[config.mk]
export PLATFORM = sky130hd
export DESIGN_NAME = bus_datapath_core
export DESIGN_NICKNAME = d
export VERILOG_FILES = /design/src/rtl/bus_datapath_pkg.sv /design/src/rtl/bus_datapath_muldiv_seq.sv /design/src/rtl/bus_datapath_core.sv
export SDC_FILE = /design/constraint.sdc
export NUM_CORES = 2
export LEC_CHECK = 0
export ABC_CLOCK_PERIOD_IN_PS = 12250
export CAP_MARGIN = 25
export CORE_ASPECT_RATIO = 1.1
export CORE_UTILIZATION = 62
export CTS_CLUSTER_DIAMETER = 30
export DETAILED_ROUTE_END_ITERATION = 16
export PLACE_DENSITY_LB_ADDON = 0.1
export SLEW_MARGIN = 20
export SYNTH_ARGS = -nofsm -noshare
export SYNTH_HDL_FRONTEND = slang
export SYNTH_SLANG_ARGS = --single-unit
[constraint.sdc]
create_clock -name clock -period 12.25 [get_ports clock]
set_input_delay 2.45 -clock clock [delete_from_list [all_inputs] [get_ports clock]]
set_output_delay 2.45 -clock clock [all_outputs]
set_load 0.03 [all_outputs]
[src/rtl/bus_datapath_pkg.sv]
// Shared codes for the single-bus datapath: ALU opcodes, bus source selects
// and the memory handshake state encoding.
package bus_datapath_pkg;

  localparam logic [3:0] ALU_ADD  = 4'd0;
  localparam logic [3:0] ALU_SUB  = 4'd1;
  localparam logic [3:0] ALU_AND  = 4'd2;
  localparam logic [3:0] ALU_OR   = 4'd3;
  localparam logic [3:0] ALU_SHR  = 4'd4;
  localparam logic [3:0] ALU_SHRA = 4'd5;
  localparam logic [3:0] ALU_SHL  = 4'd6;
  localparam logic [3:0] ALU_ROR  = 4'd7;
  localparam logic [3:0] ALU_ROL  = 4'd8;
  localparam logic [3:0] ALU_NEG  = 4'd9;
  localparam logic [3:0] ALU_NOT  = 4'd10;
  localparam logic [3:0] ALU_MUL  = 4'd11;
  localparam logic [3:0] ALU_DIV  = 4'd12;

  localparam logic [4:0] SRC_HI     = 5'd16;
  localparam logic [4:0] SRC_LO     = 5'd17;
  localparam logic [4:0] SRC_ZHI    = 5'd18;
  localparam logic [4:0] SRC_ZLO    = 5'd19;
  localparam logic [4:0] SRC_PC     = 5'd20;
  localparam logic [4:0] SRC_MDR    = 5'd21;
  localparam logic [4:0] SRC_INPORT = 5'd22;
  localparam logic [4:0] SRC_CSIGN  = 5'd23;

  typedef enum logic [0:0] {
    MEM_IDLE = 1'b0,
    MEM_REQ  = 1'b1
  } mem_state_e;

endpackage

[src/rtl/bus_datapath_muldiv_seq.sv]
// Iterative signed multiply (shift-add) / divide (restoring) on magnitudes,
// one bit per cycle. Only built when BUS_DATAPATH_MULDIV_EN is defined.
`ifdef BUS_DATAPATH_MULDIV_EN
module muldiv_seq #(
  parameter int DATA_W = 32
) (
  input  logic              i_clk,
  input  logic              i_clear,
  input  logic              i_start,
  input  logic              i_is_div,
  input  logic [DATA_W-1:0] i_a,
  input  logic [DATA_W-1:0] i_b,
  output logic              o_busy,
  output logic              o_last,
  output logic [DATA_W-1:0] o_hi,
  output logic [DATA_W-1:0] o_lo
);
  localparam int CNT_W = $clog2(DATA_W);

  logic                r_busy, r_is_div, r_neg_q, r_neg_r, r_dz;
  logic [CNT_W-1:0]    r_cnt;
  logic [DATA_W-1:0]   r_acc, r_q, r_m, r_dividend;
  logic [DATA_W:0]     w_sum, w_rsh, w_diff;
  logic [DATA_W-1:0]   w_addend, w_acc_n, w_q_n, w_a_mag, w_b_mag, w_quo, w_rem;
  logic [2*DATA_W-1:0] w_prod, w_prod_s;

  assign w_a_mag = i_a[DATA_W-1] ? -i_a : i_a;
  assign w_b_mag = i_b[DATA_W-1] ? -i_b : i_b;

  // One iteration: r_acc is the running high half (mul) or partial remainder (div).
  always_comb begin
    w_addend = r_q[0] ? r_m : {DATA_W{1'b0}};
    w_sum    = {1'b0, r_acc} + {1'b0, w_addend};
    w_rsh    = {r_acc, r_q[DATA_W-1]};
    w_diff   = w_rsh - {1'b0, r_m};
    if (r_is_div) begin
      if (!w_diff[DATA_W]) begin
        w_acc_n = w_diff[DATA_W-1:0];
        w_q_n   = {r_q[DATA_W-2:0], 1'b1};
      end else begin
        w_acc_n = w_rsh[DATA_W-1:0];
        w_q_n   = {r_q[DATA_W-2:0], 1'b0};
      end
    end else begin
      w_acc_n = w_sum[DATA_W:1];
      w_q_n   = {w_sum[0], r_q[DATA_W-1:1]};
    end
  end

  // Sign fix-up applied to the final iteration's values so Z can load on the last busy edge.
  always_comb begin
    w_prod   = {w_acc_n, w_q_n};
    w_prod_s = r_neg_q ? -w_prod : w_prod;
    w_quo    = r_neg_q ? -w_q_n : w_q_n;
    w_rem    = r_neg_r ? -w_acc_n : w_acc_n;
    if (!r_is_div) begin
      o_hi = w_prod_s[2*DATA_W-1:DATA_W];
      o_lo = w_prod_s[DATA_W-1:0];
    end else if (r_dz) begin
      o_hi = r_dividend;
      o_lo = {DATA_W{1'b1}};
    end else begin
      o_hi = w_rem;
      o_lo = w_quo;
    end
  end

  // Operand capture on start, then exactly DATA_W iterations.
  always_ff @(posedge i_clk) begin
    if (i_clear) begin
      r_busy     <= 1'b0;
      r_is_div   <= 1'b0;
      r_neg_q    <= 1'b0;
      r_neg_r    <= 1'b0;
      r_dz       <= 1'b0;
      r_cnt      <= '0;
      r_acc      <= '0;
      r_q        <= '0;
      r_m        <= '0;
      r_dividend <= '0;
    end else if (!r_busy) begin
      if (i_start) begin
        r_busy     <= 1'b1;
        r_cnt      <= '0;
        r_is_div   <= i_is_div;
        r_acc      <= '0;
        r_dividend <= i_a;
        r_dz       <= i_is_div && (i_b == '0);
        r_neg_q    <= i_a[DATA_W-1] ^ i_b[DATA_W-1];
        r_neg_r    <= i_a[DATA_W-1];
        r_q        <= i_is_div ? w_a_mag : w_b_mag;
        r_m        <= i_is_div ? w_b_mag : w_a_mag;
      end
    end else begin
      r_acc <= w_acc_n;
      r_q   <= w_q_n;
      r_cnt <= r_cnt + CNT_W'(1);
      if (o_last) r_busy <= 1'b0;
    end
  end

  assign o_busy = r_busy;
  assign o_last = r_busy && (r_cnt == CNT_W'(DATA_W - 1));

endmodule
`endif

[src/rtl/bus_datapath_core.sv]
// Single-bus CPU datapath with handshaked memory port and ALU.
// Define BUS_DATAPATH_MULDIV_EN for iterative MUL/DIV; otherwise ops 11/12 yield 0.
module bus_datapath_core
  import bus_datapath_pkg::*;
#(
  parameter int DATA_W   = 32,
  parameter int NUM_REGS = 16,
  parameter int ADDR_W   = 9,
  parameter int IMM_W    = 19
) (
  input  logic                clock,
  input  logic                clear,
  input  logic [4:0]          bus_src,
  input  logic                ba_out,
  input  logic [NUM_REGS-1:0] reg_we,
  input  logic                hi_in,
  input  logic                lo_in,
  input  logic                y_in,
  input  logic                pc_in,
  input  logic                inc_pc,
  input  logic                ir_in,
  input  logic                mar_in,
  input  logic                mdr_in,
  input  logic                outport_in,
  input  logic [3:0]          alu_op,
  input  logic                alu_go,
  output logic                alu_busy,
  input  logic                mem_rd,
  input  logic                mem_wr,
  output logic                mem_busy,
  output logic                mem_req,
  output logic                mem_we,
  output logic [ADDR_W-1:0]   mem_addr,
  output logic [DATA_W-1:0]   mem_wdata,
  input  logic [DATA_W-1:0]   mem_rdata,
  input  logic                mem_ack,
  input  logic [DATA_W-1:0]   inport_data,
  input  logic                inport_strobe,
  output logic [DATA_W-1:0]   outport_data,
  output logic [DATA_W-1:0]   ir_q,
  output logic [DATA_W-1:0]   bus_q
);
  localparam int SH_W = $clog2(DATA_W);

  logic [DATA_W-1:0] r_regs [NUM_REGS];
  logic [DATA_W-1:0] r_hi, r_lo, r_y, r_zhi, r_zlo, r_pc, r_ir, r_mdr;
  logic [DATA_W-1:0] r_inport, r_outport, r_mem_wdata;
  logic [ADDR_W-1:0] r_mar, r_mem_addr;
  logic              r_mem_req, r_mem_we;
  mem_state_e        r_mem_state;

  logic [DATA_W-1:0] w_bus, w_csign, w_alu_res;
  logic [SH_W-1:0]   w_sh;
  logic              w_alu_busy, w_alu_start;

  assign w_csign = {{(DATA_W-IMM_W){r_ir[IMM_W-1]}}, r_ir[IMM_W-1:0]};
  assign w_sh    = w_bus[SH_W-1:0];

  // Bus source mux.
  always_comb begin
    w_bus = '0;
    if (bus_src < 5'(NUM_REGS)) begin
      if (ba_out && (bus_src == 5'd0)) w_bus = '0;
      else                             w_bus = r_regs[bus_src[3:0]];
    end else begin
      case (bus_src)
        SRC_HI:     w_bus = r_hi;
        SRC_LO:     w_bus = r_lo;
        SRC_ZHI:    w_bus = r_zhi;
        SRC_ZLO:    w_bus = r_zlo;
        SRC_PC:     w_bus = r_pc;
        SRC_MDR:    w_bus = r_mdr;
        SRC_INPORT: w_bus = r_inport;
        SRC_CSIGN:  w_bus = w_csign;
        default:    w_bus = '0;
      endcase
    end
  end

  // Single-cycle ALU: A = Y, B = bus; MUL/DIV and spare codes fall to 0 here.
  always_comb begin
    w_alu_res = '0;
    case (alu_op)
      ALU_ADD:  w_alu_res = r_y + w_bus;
      ALU_SUB:  w_alu_res = r_y - w_bus;
      ALU_AND:  w_alu_res = r_y & w_bus;
      ALU_OR:   w_alu_res = r_y | w_bus;
      ALU_SHR:  w_alu_res = r_y >> w_sh;
      ALU_SHRA: w_alu_res = $signed(r_y) >>> w_sh;
      ALU_SHL:  w_alu_res = r_y << w_sh;
      ALU_ROR:  w_alu_res = (r_y >> w_sh) | (r_y << (DATA_W - int'(w_sh)));
      ALU_ROL:  w_alu_res = (r_y << w_sh) | (r_y >> (DATA_W - int'(w_sh)));
      ALU_NEG:  w_alu_res = -w_bus;
      ALU_NOT:  w_alu_res = ~w_bus;
      default:  w_alu_res = '0;
    endcase
  end

  assign w_alu_start = alu_go && !w_alu_busy;

`ifdef BUS_DATAPATH_MULDIV_EN
  logic              w_md_op, w_md_last;
  logic [DATA_W-1:0] w_md_hi, w_md_lo;

  assign w_md_op = (alu_op == ALU_MUL) || (alu_op == ALU_DIV);

  muldiv_seq #(.DATA_W(DATA_W)) u_muldiv (
    .i_clk    (clock),
    .i_clear  (clear),
    .i_start  (w_alu_start && w_md_op),
    .i_is_div (alu_op == ALU_DIV),
    .i_a      (r_y),
    .i_b      (w_bus),
    .o_busy   (w_alu_busy),
    .o_last   (w_md_last),
    .o_hi     (w_md_hi),
    .o_lo     (w_md_lo)
  );

  // Z register: iterative result lands on the last busy edge.
  always_ff @(posedge clock) begin
    if (clear) begin
      r_zhi <= '0;
      r_zlo <= '0;
    end else if (w_md_last) begin
      r_zhi <= w_md_hi;
      r_zlo <= w_md_lo;
    end else if (w_alu_start && !w_md_op) begin
      r_zhi <= '0;
      r_zlo <= w_alu_res;
    end
  end
`else
  assign w_alu_busy = 1'b0;

  // Z register: every op completes in one cycle.
  always_ff @(posedge clock) begin
    if (clear) begin
      r_zhi <= '0;
      r_zlo <= '0;
    end else if (w_alu_start) begin
      r_zhi <= '0;
      r_zlo <= w_alu_res;
    end
  end
`endif

  // Register file and bus-loaded special registers.
  always_ff @(posedge clock) begin
    if (clear) begin
      for (int i = 0; i < NUM_REGS; i++) r_regs[i] <= '0;
      r_hi      <= '0;
      r_lo      <= '0;
      r_y       <= '0;
      r_pc      <= '0;
      r_ir      <= '0;
      r_mar     <= '0;
      r_inport  <= '0;
      r_outport <= '0;
    end else begin
      for (int i = 0; i < NUM_REGS; i++) begin
        if (reg_we[i]) r_regs[i] <= w_bus;
      end
      if (hi_in)         r_hi      <= w_bus;
      if (lo_in)         r_lo      <= w_bus;
      if (y_in)          r_y       <= w_bus;
      if (ir_in)         r_ir      <= w_bus;
      if (mar_in)        r_mar     <= w_bus[ADDR_W-1:0];
      if (inport_strobe) r_inport  <= inport_data;
      if (outport_in)    r_outport <= w_bus;
      if (pc_in)         r_pc      <= w_bus;
      else if (inc_pc)   r_pc      <= r_pc + DATA_W'(1);
    end
  end

  // Memory handshake FSM; owns MDR so a read return and mdr_in never collide.
  always_ff @(posedge clock) begin
    if (clear) begin
      r_mem_state <= MEM_IDLE;
      r_mem_req   <= 1'b0;
      r_mem_we    <= 1'b0;
      r_mem_addr  <= '0;
      r_mem_wdata <= '0;
      r_mdr       <= '0;
    end else begin
      case (r_mem_state)
        MEM_IDLE: begin
          if (mem_rd || mem_wr) begin
            r_mem_state <= MEM_REQ;
            r_mem_req   <= 1'b1;
            r_mem_we    <= mem_wr;
            r_mem_addr  <= r_mar;
            r_mem_wdata <= r_mdr;
          end
          if (mdr_in) r_mdr <= w_bus;
        end
        MEM_REQ: begin
          if (mem_ack) begin
            r_mem_state <= MEM_IDLE;
            r_mem_req   <= 1'b0;
            r_mem_we    <= 1'b0;
            if (!r_mem_we) r_mdr <= mem_rdata;
          end
        end
        default: begin
          r_mem_state <= MEM_IDLE;
          r_mem_req   <= 1'b0;
        end
      endcase
    end
  end

  assign mem_busy     = (r_mem_state != MEM_IDLE);
  assign mem_req      = r_mem_req;
  assign mem_we       = r_mem_we;
  assign mem_addr     = r_mem_addr;
  assign mem_wdata    = r_mem_wdata;
  assign alu_busy     = w_alu_busy;
  assign outport_data = r_outport;
  assign ir_q         = r_ir;
  assign bus_q        = w_bus;

endmodule

==> metrics.log <==
[metrics] Die Span Y: 298.0 µm
[metrics] detailed route wirelength on metal3: 29,250 µm
[metrics] sequential-to-total area share from yosys stat: 44.96%
[metrics] starting density of the core: 62.57%
[metrics] cts hold-fix bufs: 0
[metrics] EDFF count, synth: 512
[metrics] register bit total from synthesis: 853
[metrics] max incr delay on CP: 1190 ps
[metrics] setup repair after global routing missed its margin: false
[metrics] final setup violation count: 0
[metrics] fillcell total: 5,204
[metrics] critical path data arrival time: 7290 ps
[metrics] commonest non-fill, non-tap cell in the layout: edfxtp_1
[metrics] placed cell areas: 52,380 µm²
[metrics] drt total wl: 215,300 µm
[metrics] fin area: 57,650 µm²
[metrics] number of placement rows: 108
[metrics] Critical Path Fanout Max: 21
[metrics] Boundary Pins: 247
[metrics] Routed met1 length: 70,140 µm
[metrics] source-to-sink clock delay at the later pin of the worst-skew pair: 780 ps
[metrics] buffers added on ports: 245
[metrics] area used by multi-input combinational logic: 24,860 µm²
[metrics] synthesized netlist net count: 5,126
[metrics] area occupied by registers: 22,200 µm²
[metrics] Iteration-0 DRC Markers: 8,244
[metrics] via total after detailed routing: 45,950
[metrics] largest net degree at the start of global routing: 105
[metrics] prevailing post-synth register cell: edfxtp_1
[metrics] total half-perimeter wirelength after legalization and detailed placement: 139,500 µm
[metrics] number of antenna violations at the first check in global routing: 10
[metrics] CTS Buf Count: 146
[metrics] Post-CTS Setup Bufs: 0
[metrics] core region area: 78,920 µm²
[metrics] final weighted congestion in routability-driven placement: 1.097
[metrics] run status: finished, final reports clean
[metrics] cell chain of the critical path: clkdlybuf4s50_1 -> and3_1 -> and2_1 -> a22oi_1 -> and3_1 -> or3_1 -> inv_1 -> clkdlybuf4s50_1
[metrics] sinks on the clock net: 853
[metrics] routed length per instance: 34.64 µm
[metrics] first drt pass iteration count: 14
[metrics] highest-count cells in the layout ignoring fill and taps: 512 x edfxtp_1, 509 x nor2_1, 435 x nand2_1
[metrics] final antenna-violating net count: 0
[metrics] final layout net count: 5,229
[metrics] element type at the critical path start: input port
[metrics] global-route usage over all layers: 52.10%
[metrics] number of distinct library cells after synthesis: 116
[metrics] Largest Register: r_regs
[metrics] largest vdd supply drop: 0.1850 mV
[metrics] total DRC errors in the routed layout: 0
[metrics] post-cts resize count: 0
[metrics] required time at the endpoint of the critical path: 9800 ps
[metrics] DIE WIDTH: 271.1 µm
[metrics] vias per inst: 7.393
[metrics] TritonCTS clock tree: yes
[metrics] max reg flops: 512
[metrics] power density relative to cell area: 169.7 nW/µm²
[metrics] portion of the clock cycle consumed by the worst path in the final layout: 79.55%
[metrics] number of max-cap violations: 0
[metrics] Post-Synthesis Cell Area: 49,380 µm²
[metrics] sum of met2 wire segment lengths after detailed routing: 94,490 µm
[metrics] Post-Syn Area per Cell: 9.981 µm²
[metrics] Clk pin slew, worst setup/hold paths: 50 ps
[metrics] proportion of synthesized flip-flops having asynchronous set or reset: 0%
[metrics] worst rel slew slack: 18.60%
[metrics] Leakage Power: 22.86 nW
[metrics] final sum of negative setup slack: 0 ps
[metrics] master of the slowest instance on the critical path: clkdlybuf4s50_1
[metrics] sum of overflow across all layers after global routing: 0
[metrics] wire length of the first global-routing pass: 305,200 µm
[metrics] buffers from clock root to sink, at most: 3
[metrics] clock period minus final worst setup slack: 9744 ps
[metrics] achievable clock frequency: 102.6 MHz
[metrics] worst min-delay path category: register to register
[metrics] H-tree depth reported by CTS: 4
[metrics] highest metal layer with signal wires: met5
[metrics] critical path type: input port to output pin
[metrics] Critical Path End Type: output pin
[metrics] actual transition at the worst max-transition pin: 1212 ps
[metrics] vias in the first global route: 43,780
[metrics] share of final-layout standard cells stronger than drive strength 1: 13.28%
[metrics] Slew Limit Fails: 0
[metrics] clk_skew: 72.05 ps
[metrics] die area: 80,770 µm²
[metrics] Area growth syn-to-layout: 16.76%
[metrics] yosys synthesis warning count: 0
[metrics] cells after synthesis: 4,947
[metrics] CTS root buffer: clkbuf_16
[metrics] hold violation count in the final report: 0
==> synthesized netlist by cell type (27+ instances only) <==
library cell,instances,area [µm²]
nor3_1,78,390.4
ha_1,71,888.4
or2_2,31,193.9
nand4_1,29,181.4
nand2_1,436,1637
mux2_2,34,382.9
buf_2,74,370.4
a221oi_1,34,297.8
and3_1,39,244.0
a22oi_1,60,450.4
mux4_2,129,2905
a21o_1,34,255.2
edfxtp_1,512,15370
o211ai_1,61,457.9
a211oi_1,160,1201
xnor2_1,67,586.8
and2_1,343,2146
a21oi_1,270,1351
clkbuf_1,296,1111
mux2i_1,393,3934
buf_1,27,101.4
nand3_1,124,620.6
inv_1,94,352.8
dfxtp_1,341,6827
o21ai_0,192,960.9
nor2_1,517,1941
buf_4,27,202.7
==> cell families after synthesis <==
kind of cell               count (synthesis)  synth area share, %
buffers and inverters                    554                4.982
xor gates and xnor gates                  92                1.647
DFF                                      853                44.96
AOI/OAI and AO/OA                       1091                14.94
and+or+nand+nor                         1722                16.86
other                                      1             0.007595
muxes                                    556                14.63
adders and majority gates                 78                1.982
==> layer usage <==
metal  global-route usage [%]  vias up
li1                         -    18420
met1                    61.50    21580
met2                    79.25     4602
met3                    15.20     1336
met4                    41.86       14
met5                   0.4187        -
==> through the flow <==
| stage | power, mW | instances | setup WS, ps | util, % | hold WS (ps) |
|---|---|---|---|---|---|
| 5_1_grt | 9.925 | 6213 | 2548 | 73.05 | 471.8 |
| 6_report | 9.782 | 6216 | 2506 | 73.06 | 451.0 |
| 3_3_place_gp | 5.361 | 5929 | 2909 | 66.19 | 441.3 |
| 4_1_cts | 9.624 | 6201 | 2748 | 72.86 | 455.2 |
| 3_5_place_dp | 5.399 | 5936 | 2813 | 66.37 | 449.0 |
| 2_1_floorplan | 4.661 | 4947 | 4353 | - | 422.4 |
==> final timing paths <==
| kind | from | to | slack [ps] | cells after the start |
|---|---|---|---|---|
| worst max-delay path | bus_src[4] | bus_q[13] | 2510 | 8 |
| worst min-delay path | r_mar[6]$_SDFFE_PP0P_ | mem_addr[6]$_SDFFE_PP0P_ | 450 | 2 |
| worst max register to register | r_zlo[0]$_SDFFE_PP0P_ | r_zlo[28]$_SDFFE_PP0P_ | 5770 | 22 |
| worst min register to register | r_mar[6]$_SDFFE_PP0P_ | mem_addr[6]$_SDFFE_PP0P_ | 450 | 2 |
==> power by group <==
part / total [mW] / internal (mW) / switching (mW)
Clock: 4.27 / 2.62 / 1.65
Combinational: 2.09 / 0.685 / 1.41
Sequential: 3.41 / 3.27 / 0.146
==> area by class of cell <==
class	count	area share, %
well taps	1045	2.268
diodes	4	0.01736
clock buffers	165	6.637
multi-input cells	3540	43.12
clock inverters	100	2.244
repair buffers	402	6.498
inverters	107	0.7032
flip-flops and latches	853	38.51
==> critical path, delay by kind of cell <==
family | cells | cell delay [ps]
AOI/OAI and AO/OA | 1 | 190
buffers and inverters | 3 | 2340
and+or+nand+nor | 4 | 2280
Note: power is estimated with default switching activity, not from simulation.
